--- src/rtl/axis_arb_pkg.sv ---
// Shared types, default sizes and the round-robin pick used by the packet arbiter.
package axis_arb_pkg;

  localparam int NS_DEF        = 4;
  localparam int DW_DEF        = 16;
  localparam int MAX_BEATS_DEF = 2048;
  localparam int RR_MAX_NS     = 32;

  typedef enum logic [1:0] {
    IDLE = 2'd0,
    PKT  = 2'd1,
    DROP = 2'd2
  } arb_state_t;

  // Requests above the previous winner take priority; otherwise wrap to the lowest request.
  function automatic int rr_next(input logic [RR_MAX_NS-1:0] req, input int last, input int ns);
    int   pick_hi;
    int   pick_lo;
    logic hit_hi;
    logic hit_lo;
    pick_hi = 0;
    pick_lo = 0;
    hit_hi  = 1'b0;
    hit_lo  = 1'b0;
    for (int i = 0; i < RR_MAX_NS; i++) begin
      if (i < ns && req[i]) begin
        if (!hit_lo) begin
          pick_lo = i;
          hit_lo  = 1'b1;
        end
        if (i > last && !hit_hi) begin
          pick_hi = i;
          hit_hi  = 1'b1;
        end
      end
    end
    return hit_hi ? pick_hi : pick_lo;
  endfunction

endpackage

--- src/rtl/axis_skid_buf.sv ---
// Two-entry registered skid buffer: head entry drives the outputs, a spare
// entry absorbs the beat already in flight when the consumer stalls.
module axis_skid_buf #(
  parameter int W = 19
) (
  input  logic         clk,
  input  logic         rst,
  input  logic [W-1:0] in_data,
  input  logic         in_valid,
  output logic         in_ready,
  output logic [W-1:0] out_data,
  output logic         out_valid,
  input  logic         out_ready
);

  logic         push;
  logic         pop;
  logic [W-1:0] spare;

  assign push = in_valid & in_ready;
  assign pop  = out_valid & out_ready;

  // Head entry and flags; in_ready falls only when head and spare are both occupied.
  always_ff @(posedge clk) begin
    if (rst) begin
      out_valid <= 1'b0;
      in_ready  <= 1'b1;
      out_data  <= '0;
    end else begin
      case ({push, pop})
        2'b10: begin
          if (!out_valid) begin
            out_data  <= in_data;
            out_valid <= 1'b1;
          end else begin
            in_ready <= 1'b0;
          end
        end
        2'b01: begin
          if (!in_ready) begin
            out_data <= spare;
            in_ready <= 1'b1;
          end else begin
            out_valid <= 1'b0;
          end
        end
        2'b11: out_data <= in_data;
        default: ;
      endcase
    end
  end

  // Spare entry captures a beat arriving while the head is held; data only.
  always_ff @(posedge clk) begin
    if (push && out_valid && !pop) spare <= in_data;
  end

endmodule

--- src/rtl/axis_pkt_arbiter.sv ---
// Packet-granular round-robin arbiter feeding one AXI-Stream FIFO input.
// Grant is held until tlast; oversize packets are truncated and their tail dropped.
module axis_pkt_arbiter
  import axis_arb_pkg::*;
#(
  parameter int NS        = NS_DEF,
  parameter int DW        = DW_DEF,
  parameter int MAX_BEATS = MAX_BEATS_DEF,
  parameter int IDW       = $clog2(NS)
) (
  input  logic [NS*DW-1:0] s_tdata,
  input  logic             clk,
  input  logic             rst,
  input  logic [NS-1:0]    s_tvalid,
  input  logic [NS-1:0]    s_tlast,
  output logic [NS-1:0]    s_tready,
  output logic [DW-1:0]    m_tdata,
  output logic             m_tvalid,
  output logic             m_tlast,
  output logic [IDW-1:0]   m_tid,
  input  logic             m_tready,
  output logic             err_oversize
);

  localparam int CW = $clog2(MAX_BEATS + 1);
  localparam int W  = DW + 1 + IDW;

  arb_state_t           state;
  arb_state_t           state_nxt;
  logic [IDW-1:0]       grant;
  logic [IDW-1:0]       last_grant;
  logic [CW-1:0]        cnt;
  logic [DW-1:0]        g_data;
  logic                 g_valid;
  logic                 g_last;
  logic                 g_ready;
  logic                 acc;
  logic                 at_limit;
  logic                 trunc;
  logic                 sb_in_valid;
  logic                 sb_in_ready;
  logic [W-1:0]         sb_in;
  logic [W-1:0]         sb_out;
  logic [RR_MAX_NS-1:0] req_ext;

  assign req_ext  = {{(RR_MAX_NS-NS){1'b0}}, s_tvalid};
  assign g_data   = s_tdata[int'(grant)*DW +: DW];
  assign g_valid  = s_tvalid[grant];
  assign g_last   = s_tlast[grant];
  assign g_ready  = (state == PKT) ? sb_in_ready : (state == DROP);
  assign acc      = g_valid & g_ready;
  assign at_limit = (cnt == CW'(MAX_BEATS - 1));
  assign trunc    = (state == PKT) & acc & ~g_last & at_limit;
  // A beat reaching the length limit is closed with a forced tlast.
  assign sb_in    = {g_data, g_last | at_limit, grant};

  // State register plus the registered oversize pulse.
  always_ff @(posedge clk) begin
    if (rst) begin
      state        <= IDLE;
      err_oversize <= 1'b0;
    end else begin
      state        <= state_nxt;
      err_oversize <= trunc;
    end
  end

  // Grant selection, round-robin history and per-packet beat counter.
  always_ff @(posedge clk) begin
    if (rst) begin
      grant      <= '0;
      last_grant <= IDW'(NS - 1);
      cnt        <= '0;
    end else begin
      case (state)
        IDLE: if (|s_tvalid) grant <= IDW'(rr_next(req_ext, int'(last_grant), NS));
        PKT: begin
          if (acc) begin
            if (g_last) begin
              last_grant <= grant;
              cnt        <= '0;
            end else if (at_limit) begin
              cnt <= '0;
            end else begin
              cnt <= cnt + 1'b1;
            end
          end
        end
        DROP: if (acc && g_last) last_grant <= grant;
        default: ;
      endcase
    end
  end

  // Next-state decision: arbitrate, forward a packet, or discard an oversize tail.
  always_comb begin
    state_nxt = state;
    case (state)
      IDLE: if (|s_tvalid) state_nxt = PKT;
      PKT: begin
        if (acc) begin
          if (g_last)        state_nxt = IDLE;
          else if (at_limit) state_nxt = DROP;
        end
      end
      DROP: if (acc && g_last) state_nxt = IDLE;
      default: state_nxt = IDLE;
    endcase
  end

  // Ready goes only to the granted source; in DROP its beats are swallowed.
  always_comb begin
    s_tready    = '0;
    sb_in_valid = 1'b0;
    case (state)
      PKT: begin
        s_tready[grant] = sb_in_ready;
        sb_in_valid     = g_valid;
      end
      DROP: s_tready[grant] = 1'b1;
      default: ;
    endcase
  end

  axis_skid_buf #(
    .W(W)
  ) u_skid (
    .clk      (clk),
    .rst      (rst),
    .in_data  (sb_in),
    .in_valid (sb_in_valid),
    .in_ready (sb_in_ready),
    .out_data (sb_out),
    .out_valid(m_tvalid),
    .out_ready(m_tready)
  );

  assign {m_tdata, m_tlast, m_tid} = sb_out;

endmodule
--- config.mk ---
export PLATFORM = sky130hd
export DESIGN_NAME = axis_pkt_arbiter
export DESIGN_NICKNAME = d
export VERILOG_FILES = /design/src/rtl/axis_arb_pkg.sv /design/src/rtl/axis_skid_buf.sv /design/src/rtl/axis_pkt_arbiter.sv
export SDC_FILE = /design/constraint.sdc
export NUM_CORES = 1
export LEC_CHECK = 0
export ABC_CLOCK_PERIOD_IN_PS = 2500
export CAP_MARGIN = 20
export CORE_ASPECT_RATIO = 2
export CORE_MARGIN = 4
export CORE_UTILIZATION = 45
export DETAILED_ROUTE_END_ITERATION = 8
export DONT_BUFFER_PORTS = 1
export PLACE_DENSITY_LB_ADDON = 0.2
export SKIP_LAST_GASP = 1
export SYNTH_ARGS = -nofsm -noshare
export SYNTH_HDL_FRONTEND = slang
export SYNTH_SLANG_ARGS = --single-unit
--- constraint.sdc ---
create_clock -name clk -period 2.5 [get_ports clk]
set_input_delay 0.125 -clock clk [delete_from_list [all_inputs] [get_ports clk]]
set_output_delay 0.125 -clock clk [all_outputs]
set_load 0.01 [all_outputs]
==> metrics, run 1 <==
status=completed; DR iter-0 viols=94; final RePlAce weighted congestion=0.782; cell count after synthesis=280; largest net degree at the start of global routing=38; most frequent cell after synthesis=dfxtp_1; CP required=2730 ps; Max Cap Viol=0; Avg Cell Area, Syn=10.9 sq um; crit-path cells=inv_1, ha_1, and2_0, nand2_1, a21boi_4, buf_4, nor2_1, a211oi_1; largest area contributor in the netlist=dfxtp_1; fraction of layout cells with a size suffix above 1=15.6%; initial antenna violation count=1; Pwr per Cell Area=1080 nW/um^2; Die Area=~8300 sq um; Setup Crit Path Kind=register to register; # rows=42; first-pass GRT wire length=11300 um; register area=between 1000 and 1500 sq um; Synth Area in XOR/XNOR=2.29%; Synth Area in Adders=2.04%; post-route setup TNS=0 ps; DRT antenna net count=0; crit-path max FO=37; worst slew pin tran=548 ps; CP startpoint kind=register; post-synthesis sequential area ratio=44.7%; Period minus WS final=about 2100 ps; leak pwr=1.33 nW; CTS tree=built; First-pass DRT Iterations=4; slowest stage delay, CP=340 ps; VDD IR-drop max=slightly above 0.5 mV; Setup Fix Bufs, Post-CTS=0; Synth Area in Compound Gates=12.2%; Mapped Area=3070 sq um; final period utilization=83.6%; slew margin rel.=a little under two thirds; DIE HEIGHT=between 100 and 150 um; Place WS=410 ps; CTS root buf=clkbuf_16; Synth area leaders=dfxtp_1 26%, edfxtp_1 19%, mux4_2 13%; Synth top area share=between 20% and 30%; core area=6620 sq um; wire per inst=19.1 um; setup slack, reg-to-reg=410 ps; Worst-path clk slew=50 ps; io pins=100; Post-synth top cells=40 x dfxtp_1, 33 x nor2_1, 22 x mux2i_1; DP Wirelength=5410 um; clk sink count=59; CP Capture Type=register; Starting Density=46.3%; area taken by multi-input logic gates=~1600 sq um; mux cell area share after synthesis=20.8%; slowest CP cell=buf_4; Slew Viols, Final=0; synth warn=0; Nets=364; Setup violations, final=0; Final Power=approximately 0.0038 W; Clk Latency, worst-skew pair=between 300 and 400 ps; largest family of logic cells by synthesized area=multiplexers; Mapped Nets=360; Layout area overhead=14.4%; post-synthesis simple-gate area fraction=roughly 14%; top_reg_cell synth=dfxtp_1; Worst EP arrival=2320 ps; filler instances=between 600 and 700; RSZ-0062 raised after global routing=false; vias in the first global route=roughly 2.2k; final WL=7190 um; Hold Crit Class=primary input to register; DR vias/cell=between 5 and 6; Hold Vio Cnt, Final=0; FFs w/ async S/R, synth=0%; gr usage total=about 18%; Post-synth EDFFs=19; Setup Skew=6.69 ps; # diodes=0; drt drc=0; TritonCTS Buffers=9; I/O Buffers=0; f_max=478 MHz; total gr overflow=0; via count=2191; Die W=66.4 um; post-synthesis cell type count=44; fin worst setup slack=~400 ps; # H-tree levels=3; Yosys reg bits=59; Longest Clk Path Bufs=2
## layout make-up
type | count | area share [%]
clock buffer | 11 | 6.92
tap | 88 | 3.14
inverter | 5 | 0.535
multi-input combinational | 197 | 44.9
timing repair buffer | 12 | 3.21
sequential | 59 | 39.1
clock inverter | 5 | 2.18
## state kept, by name, summed over array words and instances, names as in the netlist
name	cells
u_skid.out_data	19
err_oversize	1
cnt	12
state	2
u_skid.out_valid	1
u_skid.spare	19
last_grant	2
u_skid.in_ready	1
grant	2
## routing by layer
metal / track usage (%) / vias up / share of wire [%]
li1: - / 1057 / -
met1: 19.7 / 1057 / 37
met2: 30.9 / 63 / 55
met3: 5.51 / 12 / 5.6
met4: 10.2 / 2 / 2.3
met5: 0 / - / 0.18
## per-stage QoR
stage / hold slack [ps] / instance area (sq um) / instances / utilization (%)
2_1_floorplan: 270 / 3070 / 280 / -
3_3_place_gp: 199 / 3130 / 356 / 47.2
3_5_place_dp: 202 / 3130 / 356 / 47.2
4_1_cts: 12.6 / 3510 / 377 / 53.0
5_1_grt: 38.6 / 3510 / 377 / 53.0
6_report: 24.1 / 3510 / 377 / 53.0
## worst paths after layout
path / to / cells past startpoint / start
worst max register to register: u_skid.out_data[12] / 8 / state[1]
worst min register to register: cnt[1] / 2 / cnt[1]
worst max-delay path: u_skid.out_data[12] / 8 / state[1]
worst min-delay path: grant[1] / 2 / s_tvalid[2]
## critical path, delay by kind of cell, from the launching register on
kind	cells	cell delay (ps)
buf+inv	2	430
compound gates	2	410
fa+ha+maj	1	210
simple gates	3	620
flops	1	330
## cells in the final DEF, fill, tap and decap left out, types with 3 or more instances in the layout
| cell | instances |
|---|---|
| inv_1 | 5 |
| clkbuf_16 | 9 |
| dfxtp_1 | 39 |
| mux2i_1 | 22 |
| mux4_2 | 18 |
| o21ai_0 | 8 |
| nand3_1 | 10 |
| ha_1 | 5 |
| a211oi_1 | 18 |
| xor2_1 | 6 |
| edfxtp_1 | 19 |
| buf_4 | 7 |
| a21o_1 | 3 |
| nand4_1 | 3 |
| nand2b_1 | 6 |
| nor2_1 | 32 |
| or3_1 | 3 |
| a21oi_1 | 13 |
| nand2_1 | 17 |
| dlygate4sd3_1 | 4 |
## where the power goes
group,switching (W),internal (W)
Combinational,0.000576,0.000532
Clock,0.000412,0.000893
Sequential,0.000195,0.00118
## repair_timing
| action | CTS | global route |
|---|---|---|
| endpoints found under the setup margin | 0 | 0 |
| hold buffers | 5 | 0 |
| endpoints found under the hold margin | 29 | 0 |
| gates resized for setup | 0 | 0 |
## kinds of logic after synthesis
logic type	after synthesis
AOI/OAI and AO/OA	54
DFF	59
adders and majority gates	5
muxes	41
and+or+nand+nor	89
buffers and inverters	24
xor gates and xnor gates	8
Note: power is estimated with default switching activity, not from simulation.
==> run 2: changes to the inputs <==
ABC_CLOCK_PERIOD_IN_PS = 2200   (was 2500)
clock period = 2.2 ns   (was 2.5 ns; I/O delays follow)
==> metrics, run 2 (same netlist as run 1, synthesis figures left out) <==
status=completed (unchanged); Worst-path clk slew=50 ps (about the same); Hold Path Depth=2 (unchanged); DRT antenna net count=0 (unchanged); Longest Clk Path Bufs=2 (unchanged); Die Area=8280 sq um (unchanged); Clk Latency, worst-skew pair=330 ps (was 320 ps); RSZ-0062 raised after global routing=false (unchanged); largest net degree at the start of global routing=38 (unchanged); slowest CP cell=nor3b_1 (was buf_4); CTS root buf=clkbuf_16 (unchanged); sequential share of power=36.7% (was 36.4%); worst r2r src=state[1] (unchanged); Internal Power=0.00285 W (was 0.00261 W); DP Wirelength=5150 um (was 5410 um); slowest stage delay, CP=370 ps (was 340 ps); # diodes=0 (unchanged); post-route setup TNS=0 ps (unchanged); worst r2r dst=cnt[9] (was u_skid.out_data[12]); largest registers=u_skid.out_data (19), u_skid.spare (19), cnt (12) (unchanged); final WL=7170 um (was 7190 um); CP Capture Type=primary output (was register); Period minus WS final=2020 ps; Setup violations, final=0 (unchanged); # rows=42 (unchanged); sw frac=32.4% (was 31.2%); Die W=66.4 um (unchanged); Nets=366 (was 364); clk sink count=59 (unchanged); Layout area overhead=14.7% (was 14.4%); crit-path cells=inv_1, ha_1, and2_0, o21a_1, nor3b_1 (was inv_1, ha_1, and2_0, nand2_1, a21boi_4, buf_4, nor2_1, a211oi_1); Max Cap Viol=0 (unchanged); post-route design area=3520 sq um (was 3510 sq um); DR iter-0 viols=139 (was 94); worst slew pin tran=403 ps (was 548 ps); # H-tree levels=3 (unchanged); CTS tree=built (unchanged); initial antenna violation count=1 (unchanged); via count=2148 (was 2191); vias in the first global route=2169 (was 2163); core area=6620 sq um (unchanged); Hold Crit Class=primary input to register (unchanged); Pwr per Cell Area=1200 nW/um^2 (was 1080 nW/um^2); worst hold endpoint=grant[1] (unchanged); commonest non-fill, non-tap cell in the layout=dfxtp_1 (unchanged); Slew Viols, Final=0 (unchanged); Logic pwr share=31.3% (was 29.2%); first-pass GRT wire length=11200 um (was 11300 um); DIE HEIGHT=125 um (unchanged); Setup Skew=5.45 ps (was 6.69 ps); CP startpoint kind=register (unchanged); f_max=slightly below 500 MHz; total gr overflow=0 (unchanged); Place WS=181 ps (was 410 ps); most frequent cells in the layout=39 x dfxtp_1, 32 x nor2_1, 22 x mux2i_1 (unchanged); Hold Vio Cnt, Final=0 (unchanged); TritonCTS Buffers=9 (unchanged); clock share of power=32.0% (was 34.4%); final RePlAce weighted congestion=0.849 (was 0.782); Psw=0.00136 W (was 0.00118 W); fraction of layout cells with a size suffix above 1=16.5% (was 15.6%); io pins=100 (unchanged); final period utilization=about 92%; First-pass DRT Iterations=4 (unchanged); placed inst area=3160 sq um (was 3130 sq um); leak pwr=1.34 nW (was 1.33 nW); cells on worst reg2reg path=7 (was 8); VDD IR-drop max=0.462 mV (was 0.520 mV); CP required=2090 ps (was 2730 ps); fin worst setup slack=178 ps (was 409 ps); wire per inst=18.9 um (was 19.1 um); gr usage total=18.1% (was 18.3%); hold path start=s_tvalid[2] (unchanged); slew margin rel.=72.9% (was 63.5%); DR vias/cell=5.67 (was 5.81); Worst EP arrival=1910 ps (was 2320 ps); drt drc=0 (unchanged); crit-path max FO=6 (was 37); I/O Buffers=0 (unchanged); Starting Density=46.3% (unchanged); Setup Crit Path Kind=register to primary output (was register to register); Hold WS=21.7 ps (was 24.1 ps); setup slack, reg-to-reg=180 ps (was 410 ps)
## run 2: repair_timing
action / in CTS / in global routing
endpoints found under the setup margin: 0 / 3
gates resized for setup: 0 / 1
hold endpoints to repair: 29 / 0
hold buffers: 5 / 0
setup buffers: 0 / 1
## run 2: critical path, delay by kind of cell (launching register included)
kind                     cells  cell delay [ps]
AND/OR/NAND/NOR              2              700
buffers and inverters        1              110
adder cells (fa/ha/maj)      1              220
flip-flops                   1              320
AO/OA/AOI/OAI                1              220
## run 2: worst max-delay path by stage
stage / from / to / slack [ps]
CTS: state[1] / state[1] / 150
global route: state[1] / cnt[11] / 9
floorplan: state[1] / u_skid.spare[0] / 230
global placement: state[1] / state[1] / 270
finish: state[1] / s_tready[0] / 180
detailed placement: state[1] / state[1] / 180
## run 2: power groups by stage
stage               Clock [W]  Combinational (W)  Sequential (W)
floorplan                   0            0.00110         0.00151
global placement            0            0.00127         0.00157
detailed placement          0            0.00128         0.00158
CTS                   0.00139            0.00131         0.00155
global route          0.00143            0.00147         0.00158
finish                0.00135            0.00132         0.00154
## run 2: stage by stage
stage	util (%)	instances	power, W
after floorplan	-	280	0.00261
final	53.1	379	0.00421
after CTS	52.9	378	0.00425
after global routing	53.1	379	0.00448
after global placement	47.7	357	0.00284
after detailed placement	47.7	357	0.00286
## run 2: per-layer routing
layer | GRT usage [%] | vias to the layer above | part of all wire [%]
li1 | - | 1058 | -
met1 | 19.6 | 1022 | 38
met2 | 30.5 | 53 | 54
met3 | 6.14 | 13 | 5.9
met4 | 8.38 | 2 | 1.9
met5 | 0 | - | 0.18
## run 2: layout make-up
type | instances | area [sq um]
Fill cell | 620 | 3110
Clock inverter | 6 | 56.3
Timing Repair Buffer | 14 | 153
Clock buffer | 10 | 229
Multi-Input combinational cell | 197 | 1580
Tap cell | 88 | 110
Inverter | 5 | 18.8
Sequential cell | 59 | 1370
